`config.mk`:
```
export PLATFORM = sky130hd
export DESIGN_NAME = inv_addkey_mixcol_flat
export DESIGN_NICKNAME = d
export VERILOG_FILES = /design/src/rtl/aes_pkg.sv /design/src/rtl/inv_addkey_mixcol_if.sv /design/src/rtl/inv_mix_column.sv /design/src/rtl/inv_addkey_mixcol.sv /design/src/flat_wrapper.sv
export SDC_FILE = /design/constraint.sdc
export NUM_CORES = 1
export LEC_CHECK = 0
export CORE_ASPECT_RATIO = 1.25
export CORE_MARGIN = 3
export CORE_UTILIZATION = 30
export DETAILED_ROUTE_END_ITERATION = 6
export DONT_BUFFER_PORTS = 1
export GPL_ROUTABILITY_DRIVEN = 0
export PLACE_DENSITY_LB_ADDON = 0.1
export RECOVER_POWER = 50
export SLEW_MARGIN = 20
export SYNTH_ARGS = -nofsm -noshare
export SYNTH_HDL_FRONTEND = slang
export SYNTH_HIERARCHICAL = 1
export SYNTH_SLANG_ARGS = --single-unit
```
`constraint.sdc`:
```
create_clock -name clk -period 3.8 [get_ports clk]
set_input_delay 0.76 -clock clk [delete_from_list [all_inputs] [get_ports clk]]
set_output_delay 0.76 -clock clk [all_outputs]
set_load 0.01 [all_outputs]
```
`src/rtl/aes_pkg.sv`:
```
// ---------------------------------------------------------------------------
// aes_pkg
//   Shared AES decryption constants, the round-tail FSM state type and the
//   GF(2^8) helpers (polynomial 0x11b) used by InvMixColumns.
//   No ports; imported by the round-tail interface and modules.
// ---------------------------------------------------------------------------
package aes_pkg;

    localparam int unsigned AES_STATE_W = 128;
    localparam int unsigned AES_NB      = 4;

    typedef enum logic [1:0] {
        IDLE = 2'd0,
        CALC = 2'd1,
        DONE = 2'd2
    } state_e;

    function automatic logic [7:0] xtime(input logic [7:0] b);
        return {b[6:0], 1'b0} ^ (b[7] ? 8'h1b : 8'h00);
    endfunction

    function automatic logic [7:0] gf_mul_09(input logic [7:0] b);
        logic [7:0] x2, x4, x8;
        x2 = xtime(b);
        x4 = xtime(x2);
        x8 = xtime(x4);
        return x8 ^ b;
    endfunction

    function automatic logic [7:0] gf_mul_0b(input logic [7:0] b);
        logic [7:0] x2, x4, x8;
        x2 = xtime(b);
        x4 = xtime(x2);
        x8 = xtime(x4);
        return x8 ^ x2 ^ b;
    endfunction

    function automatic logic [7:0] gf_mul_0d(input logic [7:0] b);
        logic [7:0] x2, x4, x8;
        x2 = xtime(b);
        x4 = xtime(x2);
        x8 = xtime(x4);
        return x8 ^ x4 ^ b;
    endfunction

    function automatic logic [7:0] gf_mul_0e(input logic [7:0] b);
        logic [7:0] x2, x4, x8;
        x2 = xtime(b);
        x4 = xtime(x2);
        x8 = xtime(x4);
        return x8 ^ x4 ^ x2;
    endfunction

endpackage

```
`src/rtl/inv_addkey_mixcol_if.sv`:
```
// ---------------------------------------------------------------------------
// inv_addkey_mixcol_if
//   Handshake bundle of the decryption round tail.
//   Upstream : in_valid, in_ready, state_in, round_key, last_round
//   Downstream: out_valid, out_ready, state_out
//   Status   : busy
//   Byte b of any state/key vector is bits [8b +: 8] (byte 0 leftmost).
//   slave  = round-tail block, master = the surrounding datapath/bench.
// ---------------------------------------------------------------------------
interface inv_addkey_mixcol_if;
    import aes_pkg::*;

    logic                     in_valid;
    logic                     in_ready;
    logic [0:AES_STATE_W-1]   state_in;
    logic [0:AES_STATE_W-1]   round_key;
    logic                     last_round;
    logic                     out_valid;
    logic                     out_ready;
    logic [0:AES_STATE_W-1]   state_out;
    logic                     busy;

    modport slave (
        input  in_valid, state_in, round_key, last_round, out_ready,
        output in_ready, out_valid, state_out, busy
    );

    modport master (
        output in_valid, state_in, round_key, last_round, out_ready,
        input  in_ready, out_valid, state_out, busy
    );

endinterface

```
`src/rtl/inv_mix_column.sv`:
```
// ---------------------------------------------------------------------------
// inv_mix_column
//   Combinational InvMixColumns of one 32-bit column.
//   col_i : column in, row 0 in bits [31:24]
//   col_o : column out, same layout
// ---------------------------------------------------------------------------
module inv_mix_column
    import aes_pkg::*;
(
    input  logic [31:0] col_i,
    output logic [31:0] col_o
);

    logic [7:0] a0, a1, a2, a3;

    assign a0 = col_i[31:24];
    assign a1 = col_i[23:16];
    assign a2 = col_i[15:8];
    assign a3 = col_i[7:0];

    assign col_o[31:24] = gf_mul_0e(a0) ^ gf_mul_0b(a1) ^ gf_mul_0d(a2) ^ gf_mul_09(a3);
    assign col_o[23:16] = gf_mul_0e(a1) ^ gf_mul_0b(a2) ^ gf_mul_0d(a3) ^ gf_mul_09(a0);
    assign col_o[15:8]  = gf_mul_0e(a2) ^ gf_mul_0b(a3) ^ gf_mul_0d(a0) ^ gf_mul_09(a1);
    assign col_o[7:0]   = gf_mul_0e(a3) ^ gf_mul_0b(a0) ^ gf_mul_0d(a1) ^ gf_mul_09(a2);

endmodule

```
`src/rtl/inv_addkey_mixcol.sv`:
```
// ---------------------------------------------------------------------------
// inv_addkey_mixcol
//   Decryption round tail: AddRoundKey on accept, then column-serial
//   InvMixColumns (COLS_PER_CYCLE columns per CALC cycle). last_round
//   skips InvMixColumns.
//   clk     : rising-edge clock
//   reset_n : asynchronous active-low reset
//   bus     : slave side of inv_addkey_mixcol_if (valid/ready in and out,
//             state/key/last_round in, state_out, busy)
// ---------------------------------------------------------------------------
module inv_addkey_mixcol
    import aes_pkg::*;
#(
    parameter int unsigned COLS_PER_CYCLE = 1
)
(
    input  logic                 clk,
    input  logic                 reset_n,
    inv_addkey_mixcol_if.slave   bus
);

    if (!(COLS_PER_CYCLE == 1 || COLS_PER_CYCLE == 2 || COLS_PER_CYCLE == 4)) begin : g_bad_cols
        $error("inv_addkey_mixcol: COLS_PER_CYCLE must be 1, 2 or 4");
    end

    // Column index of the first group in the final CALC cycle.
    localparam logic [1:0] LAST_COL = 2'(AES_NB - COLS_PER_CYCLE);

    state_e                  state_q, state_d;
    logic [1:0]              col_q, col_d;
    logic [0:AES_STATE_W-1]  work_q, work_d;

    logic [1:0]              col_idx [COLS_PER_CYCLE];
    logic [31:0]             mix_out [COLS_PER_CYCLE];

    for (genvar g = 0; g < COLS_PER_CYCLE; g++) begin : g_mix
        assign col_idx[g] = col_q + 2'(g);
        inv_mix_column u_mix (
            .col_i (work_q[{col_idx[g], 5'd0} +: 32]),
            .col_o (mix_out[g])
        );
    end

    always_comb begin
        state_d = state_q;
        col_d   = col_q;
        work_d  = work_q;
        unique case (state_q)
            IDLE: begin
                if (bus.in_valid) begin
                    work_d  = bus.state_in ^ bus.round_key;
                    col_d   = '0;
                    state_d = bus.last_round ? DONE : CALC;
                end
            end
            CALC: begin
                for (int unsigned i = 0; i < COLS_PER_CYCLE; i++) begin
                    work_d[{col_idx[i], 5'd0} +: 32] = mix_out[i];
                end
                // 2-bit counter wraps to 0 after the last group.
                col_d = col_q + 2'(COLS_PER_CYCLE);
                if (col_q == LAST_COL) begin
                    state_d = DONE;
                end
            end
            DONE: begin
                if (bus.out_ready) begin
                    state_d = IDLE;
                end
            end
            default: state_d = IDLE;
        endcase
    end

    always_ff @(posedge clk or negedge reset_n) begin
        if (!reset_n) begin
            state_q <= IDLE;
            col_q   <= '0;
            work_q  <= '0;
        end else begin
            state_q <= state_d;
            col_q   <= col_d;
            work_q  <= work_d;
        end
    end

    // All outputs come straight from registers.
    assign bus.in_ready  = (state_q == IDLE);
    assign bus.out_valid = (state_q == DONE);
    assign bus.busy      = (state_q != IDLE);
    assign bus.state_out = work_q;

endmodule

```
`src/flat_wrapper.sv`:
```
// flat-port wrapper written by rule: the top's interface ports become plain ports
module inv_addkey_mixcol_flat import aes_pkg::*;
#(
    parameter int unsigned COLS_PER_CYCLE = 1
)
  (clk, reset_n, bus_in_valid, bus_state_in, bus_round_key, bus_last_round, bus_out_ready, bus_in_ready, bus_out_valid, bus_state_out, bus_busy);
  inv_addkey_mixcol_if bus_i ();
  input  logic clk;
  input  logic reset_n;
  input wire logic [$bits(bus_i.in_valid)-1:0] bus_in_valid;
  input wire logic [$bits(bus_i.state_in)-1:0] bus_state_in;
  input wire logic [$bits(bus_i.round_key)-1:0] bus_round_key;
  input wire logic [$bits(bus_i.last_round)-1:0] bus_last_round;
  input wire logic [$bits(bus_i.out_ready)-1:0] bus_out_ready;
  output wire logic [$bits(bus_i.in_ready)-1:0] bus_in_ready;
  output wire logic [$bits(bus_i.out_valid)-1:0] bus_out_valid;
  output wire logic [$bits(bus_i.state_out)-1:0] bus_state_out;
  output wire logic [$bits(bus_i.busy)-1:0] bus_busy;
  assign bus_i.in_valid = bus_in_valid;
  assign bus_i.state_in = bus_state_in;
  assign bus_i.round_key = bus_round_key;
  assign bus_i.last_round = bus_last_round;
  assign bus_i.out_ready = bus_out_ready;
  assign bus_in_ready = bus_i.in_ready;
  assign bus_out_valid = bus_i.out_valid;
  assign bus_state_out = bus_i.state_out;
  assign bus_busy = bus_i.busy;
  inv_addkey_mixcol #(.COLS_PER_CYCLE(COLS_PER_CYCLE)) u_core (.clk(clk), .reset_n(reset_n), .bus(bus_i));
endmodule
```
; ---- Yosys cells after proc, flatten, opt, wreduce, memory -nomap -nowiden
; Cells that the tools add are included.
[word_totals]
in_bits = 261
out_inout_bits = 131
register_bits = 132
[op_classes]
bitwise = 50
n_reduce_logical = 5
n_shift = 3
add_sub_neg = 2
eq_ne = 6
muxes = 22
[op_table]
columns = operator, count
row1 = $xor 8x8->8, 40
row2 = $pmux 128 s2, 1
row3 = $shift 129x9->128 const A, 1
row4 = $shiftx 128x8->129, 1
row5 = $shiftx 129x9->128, 1
row6 = $bwmux 128, 1
row7 = $mux 128, 1
row8 = $xor 128x128->128, 1
row9 = $xor 8x5->8, 8
row10 = $mux 5, 12
row11 = $mux 2, 5
row12 = $neg 8->9, 1
row13 = $not 7->8, 1
row14 = $pmux 2 s3, 1
row15 = $eq 2x2->1 const B, 2
row16 = $ne 2x2->1 const B, 2
row17 = $pmux 2 s2, 1
row18 = $reduce_bool 2->1, 2
row19 = $reduce_and 3->1, 1
row20 = $add 2x1->2 const B, 1
row21 = $eq 2x1->1 const B, 1
row22 = $logic_not 2->1, 1
row23 = $ne 2x1->1 const B, 1
row24 = $reduce_and 2->1, 1

; ---- Depth between registers and ports, before layout
; Gate-level depths: netlist (run 1).
[logic_depth]
word_depth = 16
mapped_depth = 11

; ---- Hierarchy
; The synthesis (run 1) kept the hierarchy.
[by_module_without_submodules]
columns = module, instances, area_per_inst_um2, cells_each, seq_area_each_um2
row1 = inv_addkey_mixcol, 1, 8156.6, 669, 3303.2
row2 = inv_mix_column, 1, 2406.1, 214, 0.0

; ---- Worst setup path before layout (run 1)
; No wires, ideal clock.
[synth_timing]
path_kind = reg2reg
startpoint = register u_core.col_q[0]
endpoint = register u_core.work_q, in the netlist u_core/bus.state_out[12]
t_arrival_ps = 3366
path_slack_ps = 310
n_path_buf = 3
path_stages_with_launch = 12
path_cell_list = dfrtp_1 buf_2 buf_2 mux4_2 buf_6 xnor3_2 xnor3_1 xnor2_2 xnor3_1 nand3b_1 o22ai_1 mux2_2
[synth_rtl]
columns = item, line_no
row1 = from (decl), inv_addkey_mixcol.sv:30  ; logic [1:0] col_q, col_d;
row2 = from (signal assigned), inv_addkey_mixcol.sv:82  ; col_q <= col_d;
row3 = to (signal assigned), inv_addkey_mixcol.sv:83  ; work_q <= work_d;
row4 = to (decl), inv_addkey_mixcol.sv:31  ; logic [0:AES_STATE_W-1] work_q, work_d;

==> reports/summary.md, run 1 <==
Library cell contributing the largest single delay on the critical path: sky130_fd_sc_hd__mux4_2. The commonest cells after synthesis are sky130_fd_sc_hd__xnor2_1 (243), sky130_fd_sc_hd__dfrtp_1 (132), sky130_fd_sc_hd__o22ai_1 (129). The logs give 7613 for the number of global-route vias before repair and 10600 um2 for the post-synthesis cell area.

The share of flip-flops with an asynchronous set or reset after synthesis works out to 1.00. STA classifies the critical path endpoint as a flop. The portion of the clock cycle consumed by the worst path in the final layout works out to 0.942. In this run the worst hold path is classified as in2async.

The width of the die was 174 um. The depth of the worst register-to-register path was 9; the part of the Yosys area used for sequential elements was 0.313. The run gives 0 as the DRC violation count after routing.

Yosys mapped the design onto 33 distinct sky130hd cell types. Based on the critical path, the design can be clocked at up to 279 MHz. In this run, the number of DRC markers left after iteration 0 of detailed routing was 368. The number of warnings printed during yosys synthesis was 6.

Worst-case clock buffer depth: 2. The run gives 0 as the quantity of hold-fixing buffers added after cts. The synthesized design contains 132 register bits. Post-CTS timing repair inserted 0 buffers for setup. The run gives 1148 as the number of nets in the synthesized netlist.

All-layer global routing usage: 0.205. The origin of the critical flop-to-flop path is u_core/col_q[0]$_DFFE_PN0P_. Entering global routing, the biggest net connects 133 pins. The run gives 4.11 ns as the critical path required time. The die covers 37500 um2. Fill cell total of the finished layout: 3548. For the area of combinational cells with multiple inputs, the log shows 6860 um2.

The worst setup path is launched from a flop. In the post-synthesis netlist, the biggest area contributors are sky130_fd_sc_hd__dfrtp_1 (31%), sky130_fd_sc_hd__xnor2_1 (20%), sky130_fd_sc_hd__mux2_2 (13%). Area share of the largest cell type after synthesis: 0.313. In the final routed layout, each cell accounts on average for 29.3 um.

The initialized floorplan defines 76 standard-cell rows. The wire length after detailed routing is 39.5 mm. The gate family responsible for the most delay along the worst path was XOR/XNOR gates. The worst relative slew slack came out at 0.227. In this run the tool buffered the top-level ports with 0 buffer cells.

For the detailed-router iteration count before antenna repair, the log shows 4. For the signal arrival time at the worst endpoint, the log shows 3.89 ns. In this design, the stage delay of the slowest critical-path cell is 0.74 ns. Pin placement for this block handled 392 I/O pins. In the post-synthesis netlist, the cell with the most instances is sky130_fd_sc_hd__xnor2_1.

The logs give 34600 um2 for the placeable core region and 0 for the hold violation total from the final report. Setup violations remaining at the end of the flow were counted as 0. The number of buffers and inverters on the critical path is 1.

The run finished with clean final reports. Adding up every negative setup slack in the final design gives 0 ns. The smallest clock period supported by the final layout is computed as 3.58 ns. The number of max-cap violations was 0; the number of synthesized flops with an enable pin was 0. The tools report the reg-to-reg critical path endpoint as u_core/bus.state_out[19]$_DFFE_PN0P_. The most used flip-flop cell after synthesis is sky130_fd_sc_hd__dfrtp_1. After clock tree synthesis, the repair step resized 0 gates.

The die is 216 um tall. The root buffer selected by CTS is sky130_fd_sc_hd__clkbuf_16. The clock latency on the worst-skew pair was 0.43 ns.

The max-slew violation total from the final report came out at 0. The number of antenna diodes in the final layout is 0. The setup path with the least slack is of type reg2reg. Clock tree synthesis found a total of 132 sinks. The H-tree was split into 4 levels.

For this run, the post-layout net count is 1135. The run gives 0 as the post-route antenna net violation count. The tools report the footprint of the flip-flops and latches as 3310 um2. For the reg2reg setup slack, the log shows 0.22 ns.

Using the TritonRoute via totals, the vias-per-cell ratio works out to 5.38. TritonCTS built the clock tree. The layout cell share with drive strength beyond 1 was 0.285; the slew at the pin with the worst max-slew slack was 1.16 ns. The post-detailed-placement half-perimeter wirelength was 29.6 mm. The top fanout value on the critical path was 24. Of all cell types, the one taking the most synthesized area is sky130_fd_sc_hd__dfrtp_1. The initial cell density of the core is 0.305, and the overall via count from detail_route is 7268. Walking the worst path, the cells encountered are buf_12, mux4_2, xnor3_1, xnor2_1, xnor2_1, xnor3_1, nand3b_1, o22ai_1, mux2_2. From synthesis to final layout, the design area changed by 11.4%.

The first global-routing pass estimated 56.3 mm of wire. The number of antenna violations at the first check in global routing was 0; the number of buffers created by CTS was 17. The mean area per synthesized cell works out to 12.0 um2.

Setup repair after global routing left no endpoint under its margin. The total overflow left after global routing is 0. The instance count of the mapped netlist was 883; the post-CTS clock slew at the launch and capture registers of the worst setup and hold paths was 0.06 ns.

The setup skew after layout was 0.00901 ns.
## per-stage QoR
step           worst slack, ns  utilization  hold slack [ns]  cells  area [um2]
4_1_cts                  0.179        0.340           0.0133   1351       11800
5_1_grt                 0.0778        0.340           0.0144   1351       11800
2_1_floorplan            0.310            -            0.464    883       10600
3_5_place_dp             0.189        0.322            0.480   1319       11200
6_report                 0.219        0.340           0.0369   1351       11800
3_3_place_gp             0.183        0.322            0.480   1319       11200
## logic make-up after synthesis
family | Yosys count | share of synthesized area
flip-flops | 132 | 0.313
AO/OA/AOI/OAI | 136 | 0.0828
AND/OR/NAND/NOR | 49 | 0.0323
multiplexers | 160 | 0.205
buffers and inverters | 80 | 0.0406
XOR/XNOR | 322 | 0.322
adder cells (fa/ha/maj) | 4 | 0.00474
## area by class of cell
cell class / instances / share of cell area
Sequential cell: 132 / 0.281
Clock inverter: 13 / 0.0146
Multi-Input combinational cell: 671 / 0.583
Timing Repair Buffer: 43 / 0.0324
Clock buffer: 19 / 0.0376
Inverter: 5 / 0.00160
Tap cell: 468 / 0.0498
## worst register-to-register path, delay by kind of cell (launching register included)
| family | cells | cell delay, ns |
|---|---|---|
| AO/OA/AOI/OAI | 1 | 0.13 |
| XOR/XNOR | 4 | 1.43 |
| buffers and inverters | 1 | 0.23 |
| flip-flops | 1 | 0.41 |
| multiplexers | 2 | 1.06 |
| AND/OR/NAND/NOR | 1 | 0.20 |
## placed cells by master (no fill, tap or decap), types with 2 or more instances in the layout
cell / n
sky130_fd_sc_hd__mux4_2: 32
sky130_fd_sc_hd__a21oi_4: 4
sky130_fd_sc_hd__xor2_1: 35
sky130_fd_sc_hd__dfrtp_2: 2
sky130_fd_sc_hd__clkbuf_1: 2
sky130_fd_sc_hd__inv_1: 5
sky130_fd_sc_hd__bufinv_16: 3
sky130_fd_sc_hd__o22ai_1: 129
sky130_fd_sc_hd__nand2_1: 7
sky130_fd_sc_hd__nand3b_1: 34
sky130_fd_sc_hd__xor2_4: 2
sky130_fd_sc_hd__xnor3_1: 30
sky130_fd_sc_hd__xor3_1: 3
sky130_fd_sc_hd__buf_12: 5
sky130_fd_sc_hd__mux2_2: 124
sky130_fd_sc_hd__or2_2: 2
sky130_fd_sc_hd__buf_4: 37
sky130_fd_sc_hd__xnor2_2: 6
sky130_fd_sc_hd__inv_6: 3
sky130_fd_sc_hd__clkbuf_16: 17
sky130_fd_sc_hd__a22o_1: 2
sky130_fd_sc_hd__clkinvlp_4: 4
sky130_fd_sc_hd__xnor2_1: 243
sky130_fd_sc_hd__dfrtp_1: 130
sky130_fd_sc_hd__mux2_1: 4
sky130_fd_sc_hd__nor2b_1: 2
sky130_fd_sc_hd__ha_1: 4
## how the worst max path moves through the flow
stage | start | to | slack (ns) | depth (start not counted)
2_1_floorplan | u_core/col_q[0]$_DFFE_PN0P_ | u_core/bus.state_out[12]$_DFFE_PN0P_ | 0.31 | 11
3_3_place_gp | u_core/col_q[0]$_DFFE_PN0P_ | u_core/bus.state_out[19]$_DFFE_PN0P_ | 0.18 | 9
3_5_place_dp | u_core/col_q[0]$_DFFE_PN0P_ | u_core/bus.state_out[19]$_DFFE_PN0P_ | 0.19 | 9
4_1_cts | u_core/col_q[0]$_DFFE_PN0P_ | u_core/bus.state_out[20]$_DFFE_PN0P_ | 0.18 | 9
5_1_grt | u_core/col_q[0]$_DFFE_PN0P_ | u_core/bus.state_out[84]$_DFFE_PN0P_ | 0.08 | 9
6_report | u_core/col_q[0]$_DFFE_PN0P_ | u_core/bus.state_out[19]$_DFFE_PN0P_ | 0.22 | 9
## sequential cells by signal (all words and copies together) (netlist names)
register,cells
u_core/col_q,2
u_core/state_q,2
u_core/bus.state_out,128
## layer usage
layer | routed length (um) | vias to the layer above | track usage
met5 | 0 | - | 0
met4 | 556 | 0 | 0.0477
met3 | 2150 | 29 | 0.0408
met2 | 20700 | 277 | 0.367
met1 | 16200 | 3793 | 0.254
li1 | - | 3169 | -
Power of run 1 is left out: the tool's default activity adds up to more than one toggle a clock period on the data nets, which glitch-free logic cannot reach.
==> run 2: changes to the inputs <==
clock period = 3.15 ns   (was 3.8 ns; I/O delays follow)
==> run 2 against run 1 <==
  * The run now ends with hold timing, setup timing left
  * Global-route usage grew 1.3 points
  * Flip-flop and latch count is the same
  * Die area is the same
  * First-iteration DRC count grew 10%
  * Count of clock-buffer cells in the layout shrank 1
  * Sequential share of layout area shrank 5.4 points
  * Clock skew grew 0.0012 ns
  * Worst hold slack lost 0.14 ns
  * Critical path type unchanged
  * Critical endpoint is now u_core/bus.state_out[67]$_DFFE_PN0P_
==> reports/summary.md, run 2 (synthesis gave the netlist of run 1 again) <==
After detailed routing, the average wire length per cell comes to 27.1 um. The die covers 37500 um2. The via density per instance is 5.10, and the max-slew violation total from the final report is 0. The accumulated negative setup slack is -14.36 ns, and the worst-case clock buffer depth is 2. Timing would allow up to 293 MHz. The number of global-route vias before repair is 8581, and the setup violation total in the final timing report is 101. The checks that failed: hold timing, setup timing. The critical setup path kind is reg2reg. Once detailed placement completed, the half-perimeter wirelength came to 31.5 mm. The portion of the clock cycle consumed by the worst path in the final layout came out at 1.08. The first global-routing pass estimated 59.7 mm of wire.

On the final layout, the worst clock skew is 0.0102 ns. The region available for standard cell placement spans 34600 um2. The worst register-to-register path begins at u_core/col_q[0]$_DFFE_PN0P_. The first detailed-routing pass ran for 5 iterations. Share of the core filled with cells: 0.421.

In the final design database the tool counted 1359 nets. The run finished, with violations left. For the initial cell density of the core, the log shows 0.305. The most critical setup path has its startpoint at u_core/col_q[0]$_DFFE_PN0P_.

The layout cell share with drive strength beyond 1 came out at 0.514. Counting I/O delays and the setup requirement, the final critical path takes 3.42 ns. The tools report the worst relative slew slack as 0.547.

Entering global routing, the biggest net connects 133 pins. The area growth from synthesis to layout is 38.1%. Post-route antenna net violation count: 0.

The routed design has 42.6 mm of wire. The slew at the pin with the worst max-slew slack was 0.675 ns; the width of the die was 174 um. The DRC violation count after routing was 0. The slack of the critical path is -0.267 ns, and the all-layer global routing usage is 0.218. At the later pin of the worst-skew pair, clock insertion delay measures 0.44 ns. Overall via count from detail_route: 8040.

Leaving out fill and tap cells, the most frequent cells in the layout are sky130_fd_sc_hd__buf_4 (232), sky130_fd_sc_hd__xnor2_1 (192), sky130_fd_sc_hd__dfrtp_1 (130). The logs give 76 for the count of standard-cell rows and 0 for the number of antenna violations at the first check in global routing. For this run the aggregate overflow at the end of global routing stands at 0. The final-layout worst hold slack came out at -0.0993 ns. Counting every sink on the clock net gives 132. The path class of the tightest hold or removal check is in2async. Measured along the y axis, the die boundary spans 216 um. The H-tree was split into 4 levels. The tool flagged a number of max-cap violations equal to 0.

The critical path capture point type is a flop. In this run the worst path has a maximum fanout of 6. The run gives 392 as the number of primary I/O pins. The worst setup path is launched from a flop. TritonCTS built the clock tree. Setup repair after global routing could not meet its margin everywhere. For the hold violation total from the final report, the log shows 132. The number of flip-flops in the largest register works out to 128. The post-CTS clock slew at the launch and capture registers of the worst setup and hold paths came out at 0.07 ns. At the worst endpoint, the required time is 3.47 ns. Commonest non-fill, non-tap cell in the layout: sky130_fd_sc_hd__buf_4. For the number of buffers created by CTS, the log shows 17. The cell sitting at the root of the clock tree is a sky130_fd_sc_hd__clkbuf_16. 0 antenna diodes ended up in the layout. During placement, the flow inserted port buffers numbering 0. Data on the critical path arrives at its endpoint at 3.73 ns.

After the first detailed-routing iteration, the DRC count stood at 406.
[run 2: area by class of cell]
cell class                      count  area [um2]
Clock buffer                       18         439
Sequential cell                   132        3310
Inverter                            5        18.8
Clock inverter                     14         190
Tap cell                          468         586
Multi-Input combinational cell    671        7800
Fill cell                        3387       20000
Timing Repair Buffer              267        2250
[run 2: path summary, 6_finish.rpt]
kind	cells past startpoint	to	slack, ns
min in group clk	2	u_core/state_q[1]$_DFFE_PN0P_	0.41
hold / removal	0	u_core/bus.state_out[63]$_DFFE_PN0P_	-0.1
setup / recovery	11	u_core/bus.state_out[67]$_DFFE_PN0P_	-0.27
max in group asynchronous	0	u_core/bus.state_out[43]$_DFFE_PN0P_	2.99
hold reg to reg	1	u_core/bus.state_out[70]$_DFFE_PN0P_	0.63
setup reg to reg	11	u_core/bus.state_out[67]$_DFFE_PN0P_	-0.27
[run 2: metal layers]
metal  up-vias  global-route usage  wire, um
li1       3608                   -         -
met1      4117               0.270     17400
met2       283               0.387     22100
met3        32              0.0451      2440
met4         0              0.0550       709
met5         -                   0         0
[run 2: timing repair]
action,4_1_cts,5_1_grt
hold endpoints to repair,132,132
cloned,2,0
endpoints found under the setup margin,125,128
buffers inserted,21,22
pin swaps,25,47
resized for setup,87,83
[run 2: worst max-delay path, stage by stage (launching register included)]
cell                       delay (ns)
sky130_fd_sc_hd__dfrtp_2         0.42
sky130_fd_sc_hd__buf_8           0.15
sky130_fd_sc_hd__buf_12          0.14
sky130_fd_sc_hd__mux4_2          0.66
sky130_fd_sc_hd__xor2_4          0.23
sky130_fd_sc_hd__xnor3_1         0.40
sky130_fd_sc_hd__xnor3_1         0.40
sky130_fd_sc_hd__xor2_1          0.15
sky130_fd_sc_hd__buf_4           0.16
sky130_fd_sc_hd__nand3b_1        0.18
sky130_fd_sc_hd__o22ai_1         0.13
sky130_fd_sc_hd__mux2_4          0.27
[run 2: through the flow]
stage	instance area, um2	worst slack, ns	instances
6_report	14600	-0.267	1575
3_5_place_dp	12600	-0.353	1499
3_3_place_gp	12600	-0.349	1499
4_1_cts	13900	-0.261	1554
2_1_floorplan	10600	-0.0426	883
5_1_grt	14600	-0.347	1575
Power of run 2 is left out for the same reason.
